### config.mk
export PLATFORM = sky130hd
export DESIGN_NAME = bitwise_logic_pipe_flat
export DESIGN_NICKNAME = d
export VERILOG_FILES = /design/src/rtl/bitwise_logic_pipe_if.sv /design/src/rtl/bitwise_logic_pipe.sv /design/src/flat_wrapper.sv
export SDC_FILE = /design/constraint.sdc
export NUM_CORES = 1
export LEC_CHECK = 0
export ABC_AREA = 1
export ABC_CLOCK_PERIOD_IN_PS = 5000
export BUFFER_PORTS_ARGS = -buffer_cell sky130_fd_sc_hd__buf_2
export CAP_MARGIN = 5
export CORE_MARGIN = 8
export CORE_UTILIZATION = 45
export DETAILED_ROUTE_END_ITERATION = 12
export PLACE_DENSITY_LB_ADDON = 0.3
export SLEW_MARGIN = 10
export SYNTH_ARGS = -nofsm -noshare
export SYNTH_HDL_FRONTEND = slang
export SYNTH_SLANG_ARGS = --single-unit
### constraint.sdc
create_clock -name clock -period 5 [get_ports clock]
set_clock_uncertainty 0.15 [all_clocks]
set_input_delay 0.25 -clock clock [delete_from_list [all_inputs] [get_ports clock]]
set_output_delay 0.25 -clock clock [all_outputs]
set_load 0.005 [all_outputs]
### src/rtl/bitwise_logic_pipe_if.sv
// Handshake bundle for bitwise_logic_pipe: operand beat on the input side,
// result beat plus reduction flags on the output side.
interface bitwise_logic_pipe_if #(
    parameter int WIDTH = 32
);
    logic             in_valid;
    logic             in_ready;
    logic [2:0]       in_op;
    logic [WIDTH-1:0] in_a;
    logic [WIDTH-1:0] in_b;
    logic             out_valid;
    logic             out_ready;
    logic [WIDTH-1:0] out_result;
    logic             out_zero;
    logic             out_ones;
    logic             out_parity;

    modport master (
        output in_valid, in_op, in_a, in_b, out_ready,
        input  in_ready, out_valid, out_result, out_zero, out_ones, out_parity
    );

    modport slave (
        input  in_valid, in_op, in_a, in_b, out_ready,
        output in_ready, out_valid, out_result, out_zero, out_ones, out_parity
    );
endinterface

### src/rtl/bitwise_logic_pipe.sv
// Two-stage pipelined bitwise logic unit: S1 captures operands, S2 holds the
// registered result and its reduction flags; valid/ready on both sides.
module bitwise_logic_pipe #(
    parameter int WIDTH = 32,
    parameter int CNT_W = 16
) (
    input  logic                 clock,
    input  logic                 reset,
    bitwise_logic_pipe_if.slave  pipe_if,
    output logic [CNT_W-1:0]     op_count
);

    localparam logic [2:0] OP_AND  = 3'b000;
    localparam logic [2:0] OP_OR   = 3'b001;
    localparam logic [2:0] OP_XOR  = 3'b010;
    localparam logic [2:0] OP_NAND = 3'b011;
    localparam logic [2:0] OP_NOR  = 3'b100;
    localparam logic [2:0] OP_XNOR = 3'b101;
    localparam logic [2:0] OP_ANDN = 3'b110;
    localparam logic [2:0] OP_PASS = 3'b111;

    function automatic logic [WIDTH-1:0] logic_op(
        input logic [2:0]       op,
        input logic [WIDTH-1:0] a,
        input logic [WIDTH-1:0] b
    );
        case (op)
            OP_AND:  logic_op = a & b;
            OP_OR:   logic_op = a | b;
            OP_XOR:  logic_op = a ^ b;
            OP_NAND: logic_op = ~(a & b);
            OP_NOR:  logic_op = ~(a | b);
            OP_XNOR: logic_op = ~(a ^ b);
            OP_ANDN: logic_op = a & ~b;
            OP_PASS: logic_op = a;
            default: logic_op = a;
        endcase
    endfunction

    function automatic logic parity_of(input logic [WIDTH-1:0] v);
        parity_of = ^v;
    endfunction

    function automatic logic is_zero(input logic [WIDTH-1:0] v);
        is_zero = ~(|v);
    endfunction

    function automatic logic is_ones(input logic [WIDTH-1:0] v);
        is_ones = &v;
    endfunction

    logic             s1_valid_q, s1_valid_d;
    logic [WIDTH-1:0] s1_a_q, s1_a_d;
    logic [WIDTH-1:0] s1_b_q, s1_b_d;
    logic [2:0]       s1_op_q, s1_op_d;

    logic             s2_valid_q, s2_valid_d;
    logic [WIDTH-1:0] s2_result_q, s2_result_d;
    logic             s2_zero_q, s2_zero_d;
    logic             s2_ones_q, s2_ones_d;
    logic             s2_parity_q, s2_parity_d;

    logic [CNT_W-1:0] cnt_q, cnt_d;

    logic             s2_load_s;
    logic             in_ready_s;
    logic             in_fire_s;
    logic             out_fire_s;
    logic [WIDTH-1:0] s1_result_s;

    // Stage advance decisions; in_ready never looks at in_valid.
    always_comb begin
        s2_load_s  = s1_valid_q && (!s2_valid_q || pipe_if.out_ready);
        in_ready_s = !s1_valid_q || !s2_valid_q || pipe_if.out_ready;
        in_fire_s  = pipe_if.in_valid && in_ready_s;
        out_fire_s = s2_valid_q && pipe_if.out_ready;
    end

    // S1 next state: a new beat wins over draining into S2.
    always_comb begin
        s1_valid_d = s1_valid_q;
        s1_a_d     = s1_a_q;
        s1_b_d     = s1_b_q;
        s1_op_d    = s1_op_q;
        if (in_fire_s) begin
            s1_valid_d = 1'b1;
            s1_a_d     = pipe_if.in_a;
            s1_b_d     = pipe_if.in_b;
            s1_op_d    = pipe_if.in_op;
        end else if (s2_load_s) begin
            s1_valid_d = 1'b0;
        end else begin
            s1_valid_d = s1_valid_q;
        end
    end

    // S2 next state: flags are taken from the same value that gets registered.
    always_comb begin
        s1_result_s = logic_op(s1_op_q, s1_a_q, s1_b_q);
        s2_valid_d  = s2_valid_q;
        s2_result_d = s2_result_q;
        s2_zero_d   = s2_zero_q;
        s2_ones_d   = s2_ones_q;
        s2_parity_d = s2_parity_q;
        if (s2_load_s) begin
            s2_valid_d  = 1'b1;
            s2_result_d = s1_result_s;
            s2_zero_d   = is_zero(s1_result_s);
            s2_ones_d   = is_ones(s1_result_s);
            s2_parity_d = parity_of(s1_result_s);
        end else if (out_fire_s) begin
            s2_valid_d = 1'b0;
        end else begin
            s2_valid_d = s2_valid_q;
        end
    end

    // Completed-transfer counter, wraps naturally at its width.
    always_comb begin
        if (out_fire_s) begin
            cnt_d = cnt_q + {{(CNT_W-1){1'b0}}, 1'b1};
        end else begin
            cnt_d = cnt_q;
        end
    end

    // Output-visible state with asynchronous reset; in-flight beats are discarded.
    always_ff @(posedge clock or posedge reset) begin
        if (reset) begin
            s1_valid_q  <= 1'b0;
            s2_valid_q  <= 1'b0;
            s2_result_q <= {WIDTH{1'b0}};
            s2_zero_q   <= 1'b1;
            s2_ones_q   <= 1'b0;
            s2_parity_q <= 1'b0;
            cnt_q       <= {CNT_W{1'b0}};
        end else begin
            s1_valid_q  <= s1_valid_d;
            s2_valid_q  <= s2_valid_d;
            s2_result_q <= s2_result_d;
            s2_zero_q   <= s2_zero_d;
            s2_ones_q   <= s2_ones_d;
            s2_parity_q <= s2_parity_d;
            cnt_q       <= cnt_d;
        end
    end

    // S1 operand storage; only meaningful while s1_valid_q is set.
    always_ff @(posedge clock) begin
        s1_a_q  <= s1_a_d;
        s1_b_q  <= s1_b_d;
        s1_op_q <= s1_op_d;
    end

    assign pipe_if.in_ready   = in_ready_s;
    assign pipe_if.out_valid  = s2_valid_q;
    assign pipe_if.out_result = s2_result_q;
    assign pipe_if.out_zero   = s2_zero_q;
    assign pipe_if.out_ones   = s2_ones_q;
    assign pipe_if.out_parity = s2_parity_q;
    assign op_count           = cnt_q;

endmodule
### src/flat_wrapper.sv
// flat-port wrapper written by rule: the top's interface ports become plain ports
module bitwise_logic_pipe_flat 
#(
    parameter int WIDTH = 32,
    parameter int CNT_W = 16
)
  (clock, reset, op_count, pipe_if_in_valid, pipe_if_in_op, pipe_if_in_a, pipe_if_in_b, pipe_if_out_ready, pipe_if_in_ready, pipe_if_out_valid, pipe_if_out_result, pipe_if_out_zero, pipe_if_out_ones, pipe_if_out_parity);
  bitwise_logic_pipe_if #(.WIDTH(WIDTH)) pipe_if_i ();
  input  logic clock;
  input  logic reset;
  output logic [CNT_W-1:0] op_count;
  input wire logic [$bits(pipe_if_i.in_valid)-1:0] pipe_if_in_valid;
  input wire logic [$bits(pipe_if_i.in_op)-1:0] pipe_if_in_op;
  input wire logic [$bits(pipe_if_i.in_a)-1:0] pipe_if_in_a;
  input wire logic [$bits(pipe_if_i.in_b)-1:0] pipe_if_in_b;
  input wire logic [$bits(pipe_if_i.out_ready)-1:0] pipe_if_out_ready;
  output wire logic [$bits(pipe_if_i.in_ready)-1:0] pipe_if_in_ready;
  output wire logic [$bits(pipe_if_i.out_valid)-1:0] pipe_if_out_valid;
  output wire logic [$bits(pipe_if_i.out_result)-1:0] pipe_if_out_result;
  output wire logic [$bits(pipe_if_i.out_zero)-1:0] pipe_if_out_zero;
  output wire logic [$bits(pipe_if_i.out_ones)-1:0] pipe_if_out_ones;
  output wire logic [$bits(pipe_if_i.out_parity)-1:0] pipe_if_out_parity;
  assign pipe_if_i.in_valid = pipe_if_in_valid;
  assign pipe_if_i.in_op = pipe_if_in_op;
  assign pipe_if_i.in_a = pipe_if_in_a;
  assign pipe_if_i.in_b = pipe_if_in_b;
  assign pipe_if_i.out_ready = pipe_if_out_ready;
  assign pipe_if_in_ready = pipe_if_i.in_ready;
  assign pipe_if_out_valid = pipe_if_i.out_valid;
  assign pipe_if_out_result = pipe_if_i.out_result;
  assign pipe_if_out_zero = pipe_if_i.out_zero;
  assign pipe_if_out_ones = pipe_if_i.out_ones;
  assign pipe_if_out_parity = pipe_if_i.out_parity;
  bitwise_logic_pipe #(.WIDTH(WIDTH), .CNT_W(CNT_W)) u_core (.clock(clock), .reset(reset), .pipe_if(pipe_if_i), .op_count(op_count));
endmodule
==> results.sh <==
export IMPL_cts_tree="yes"
export IMPL_clk_insertion_delay_late_ns=0.42
export IMPL_resize_count_post_cts=0
export IMPL_die_y_um=152
export IMPL_synth_top_area_share_pct=24.1
export IMPL_core_area_um2=18500
export IMPL_via_per_inst=4.88
export IMPL_syn_to_final_growth_pct=25.7
export IMPL_min_path_cells=2
export IMPL_reg2reg_depth=18
export IMPL_placed_cells=1371
export IMPL_grt_start_max_net_pins=68
export IMPL_clockBufferDepth=2
export IMPL_postLayoutCoreUtil_pct=56.9
export IMPL_grt_total_usage_pct=18.7
export IMPL_slowest_stage="sky130_fd_sc_hd__edfxtp_1"
export IMPL_synth_largest_area_cell="sky130_fd_sc_hd__edfxtp_1"
export IMPL_critical_path_peak_fanout=22
export IMPL_r2r_setup_slack_ns=1.36
export IMPL_worstPathRequired_ns=5.14
export IMPL_endpoint_of_the_most_critical_register_to_register_path="u_core.pipe_if.out_parity"
export IMPL_synthFlopType="sky130_fd_sc_hd__edfxtp_1"
export IMPL_timing_rr_start="u_core.s1_op_q[2]"
export IMPL_ys_seq_area_share_pct=39.9
export IMPL_mappedNetlistNets=1235
export IMPL_grt_pass1_wl_um=35300
export IMPL_die_area_um2=23200
export IMPL_drc_violations_left=0
export IMPL_routed_wl_um=21200
export IMPL_num_io_pins=124
export IMPL_post_synth_cell_area_avg_um2=8.08
export IMPL_globalRouteOverflowTotal=0
export IMPL_achievable_frequency_mhz=275
export IMPL_ys_ff_latch=120
export IMPL_unrepaired_setup_endpoints_after_global_routing="false"
export IMPL_maxCapViolations=0
export IMPL_dr_first_iter_drc_count=443
export IMPL_clk_root_buffer_cell="sky130_fd_sc_hd__clkbuf_16"
export IMPL_gate_count_after_technology_mapping=1035
export IMPL_synth_edff_count=67
export IMPL_starting_utilization_of_the_core_area_pct=45.3
export IMPL_clock_tree_htree_level_count=4
export IMPL_post_synth_most_frequent_cells="sky130_fd_sc_hd__nand2_1, sky130_fd_sc_hd__inv_1, sky130_fd_sc_hd__ha_1"
export IMPL_timing_critical_path_mode_cell="sky130_fd_sc_hd__nand2_1"
export IMPL_detailedPlacementHpwl_um=14900
export IMPL_horizontal_die_dimension_um=152
export IMPL_power_density_over_the_cells_nw_per_um2=321
export IMPL_timing_final_crit_share_pct=72.7
export IMPL_slowest_stage_delay_cp_ns=0.86
export IMPL_clk_transition_reported_paths_ns=0.06
export IMPL_result_of_the_run="complete, no violations"
export IMPL_final_net_count=1426
export IMPL_critical_path_top_delay_family="simple AND/OR/NAND/NOR gates"
export IMPL_total_buffers_and_inverters_traversed_by_the_critical_path=4
export IMPL_critical_path_cell_count=18
export IMPL_cts_made_buffers=17
export IMPL_setup_worst_path_start="u_core.s1_op_q[2]"
export IMPL_synthesis_area_um2=8360
export IMPL_max_slew_margin_pct=33.7
export IMPL_worst_pin_slew_ns=0.988
export IMPL_max_vdd_drop_mv=0.232
export IMPL_first_global_vias=7355
export IMPL_grt_antenna_before_repair=1
export IMPL_final_period_minus_worst_setup_slack_ns=3.64
export IMPL_yosys_warnings=0
export IMPL_tightest_hold_margin_ns=0.318
export IMPL_synth_cell_type_count=31
export IMPL_worst_setup_path_type="reg -> reg"
export IMPL_post_route_cells_drive_above_1_share_pct=14.4
export IMPL_final_setup_viols=0
export IMPL_leakage_nw=5.47
export IMPL_final_max_slew_viol_count=0
export IMPL_avgRoutedWirePerCell_um=14.4
export IMPL_yosys_cell_count_top_type="sky130_fd_sc_hd__nand2_1"
export IMPL_critPathCapture="u_core.pipe_if.out_parity"
export IMPL_hold_path_class="reg -> reg"
export IMPL_portBuffers=123
export IMPL_cts_sinks=120
export IMPL_finalHoldViolations=0
export IMPL_critical_path_arrival_ns=3.78
export IMPL_fin_cells=1474
export IMPL_drtAntennaViolNets=0
export IMPL_finalSetupTns_ns=0
export IMPL_post_synth_main_area_contributors="sky130_fd_sc_hd__edfxtp_1, sky130_fd_sc_hd__ha_1, sky130_fd_sc_hd__dfrtp_1"
export IMPL_startpoint_type="flip-flop"
export IMPL_synthArstFlopShare_pct=44.2
export IMPL_fp_row_count=50
export IMPL_gp_routability_congestion=0.846
export IMPL_dr_total_vias=7197
export IMPL_dr_pass1_iters=5
export IMPL_cp_cell_sequence="inv_1 > nand3_1 > buf_4 > nor2_1 > nor3b_1 > nand4_1 > inv_1 > ha_1 > nor2_1 > inv_1 > nand2_1 > nand2_1 > nand2_1 > nand2_1 > nand2_1 > nand2_1 > nand3_1 > nand2_1"
export IMPL_worstSetupEndpointType="flip-flop"
## cell type report
type	count	area [µm²]
Antenna cell	1	2.50
Clock inverter	12	113
Sequential cell	120	3340
Multi-Input combinational cell	704	4210
Fill cell	1684	7950
Tap cell	234	293
Inverter	180	676
Clock buffer	20	489
Timing Repair Buffer	203	1390
## state kept, by name, summed over array words and instances (netlist names)
register / count
u_core.pipe_if.out_result: 32
u_core.s1_a_q: 32
u_core.s1_b_q: 32
u_core.op_count: 16
u_core.s1_op_q: 3
u_core.pipe_if.out_ones: 1
u_core.pipe_if.out_parity: 1
u_core.pipe_if.out_valid: 1
u_core.pipe_if.out_zero: 1
u_core.s1_valid_q: 1
## timing repair
action,CTS,global route
hold endpoints to repair,121,0
setup endpoints to repair,0,0
hold buffers,70,0
buffers inserted,0,0
## worst min-delay path by stage
stage | from | end | slack [ns]
floorplan | pipe_if_in_a[0] | u_core.s1_a_q[0] | 0.20
global placement | pipe_if_in_b[15] | u_core.s1_b_q[15] | 0.28
detailed placement | pipe_if_in_a[19] | u_core.s1_a_q[19] | 0.28
CTS | u_core.pipe_if.out_zero | u_core.pipe_if.out_zero | 0.32
global route | u_core.pipe_if.out_zero | u_core.pipe_if.out_zero | 0.34
finish | u_core.pipe_if.out_zero | u_core.pipe_if.out_zero | 0.32
## cell families (layout without fill, tap and decap cells)
logic type,after synthesis,in the layout,share of synthesized area (%)
simple gates,464,464,23.5
buf+inv,211,415,9.87
fa+ha+maj,129,129,19.3
flops,120,120,39.9
compound gates,98,98,6.03
xor+xnor,13,13,1.36
other cells,0,1,0
## per-layer routing
metal | vias up | part of all wire, % | GRT usage [%]
li1 | 3655 | - | -
met1 | 3316 | 46 | 22.9
met2 | 193 | 46 | 30.6
met3 | 33 | 5.8 | 5.08
met4 | 0 | 2.6 | 8.19
met5 | - | 0 | 0
## placed cells by master (no fill, tap or decap), types with 3 or more instances in the layout
cell type                         n
sky130_fd_sc_hd__o22ai_1         11
sky130_fd_sc_hd__inv_1          176
sky130_fd_sc_hd__nor2_1          90
sky130_fd_sc_hd__edfxtp_1        67
sky130_fd_sc_hd__nand3_1         32
sky130_fd_sc_hd__nor3_1           3
sky130_fd_sc_hd__ha_1           129
sky130_fd_sc_hd__clkbuf_16       19
sky130_fd_sc_hd__dlygate4sd3_1   70
sky130_fd_sc_hd__nand4_1         30
sky130_fd_sc_hd__xor2_1           7
sky130_fd_sc_hd__nand2_1        284
sky130_fd_sc_hd__o21ai_1          4
sky130_fd_sc_hd__buf_4           10
sky130_fd_sc_hd__dfrtp_1         52
sky130_fd_sc_hd__nand3_2          3
sky130_fd_sc_hd__nor3b_1         13
sky130_fd_sc_hd__xnor2_1          6
sky130_fd_sc_hd__a21oi_1         38
sky130_fd_sc_hd__o21ai_0         45
sky130_fd_sc_hd__inv_2            3
sky130_fd_sc_hd__buf_2          123
sky130_fd_sc_hd__clkinv_4         5
## where the power goes
group / total, mW / switching (mW) / internal (mW)
registers: 1.27 / 0.0930 / 1.18
logic: 0.877 / 0.523 / 0.354
clock network: 1.23 / 0.469 / 0.759
total: 3.38 / 1.09 / 2.29
## worst min-delay path: cells and delay by family (launching register included)
| kind | cells | cell delay, ns |
|---|---|---|
| DFF | 1 | 0.36 |
| and+or+nand+nor | 2 | 0.11 |
## per-stage QoR
stage / worst slack, ns / instance area [µm²] / power (mW)
after global placement: 1.51 / 9210 / 2.10
after floorplan: 0.994 / 8360 / 1.83
after global routing: 1.01 / 10500 / 3.59
after detailed placement: 1.45 / 9210 / 2.12
final: 1.36 / 10500 / 3.38
after CTS: 1.42 / 10500 / 3.40
Power figures use the tool's default switching activity.
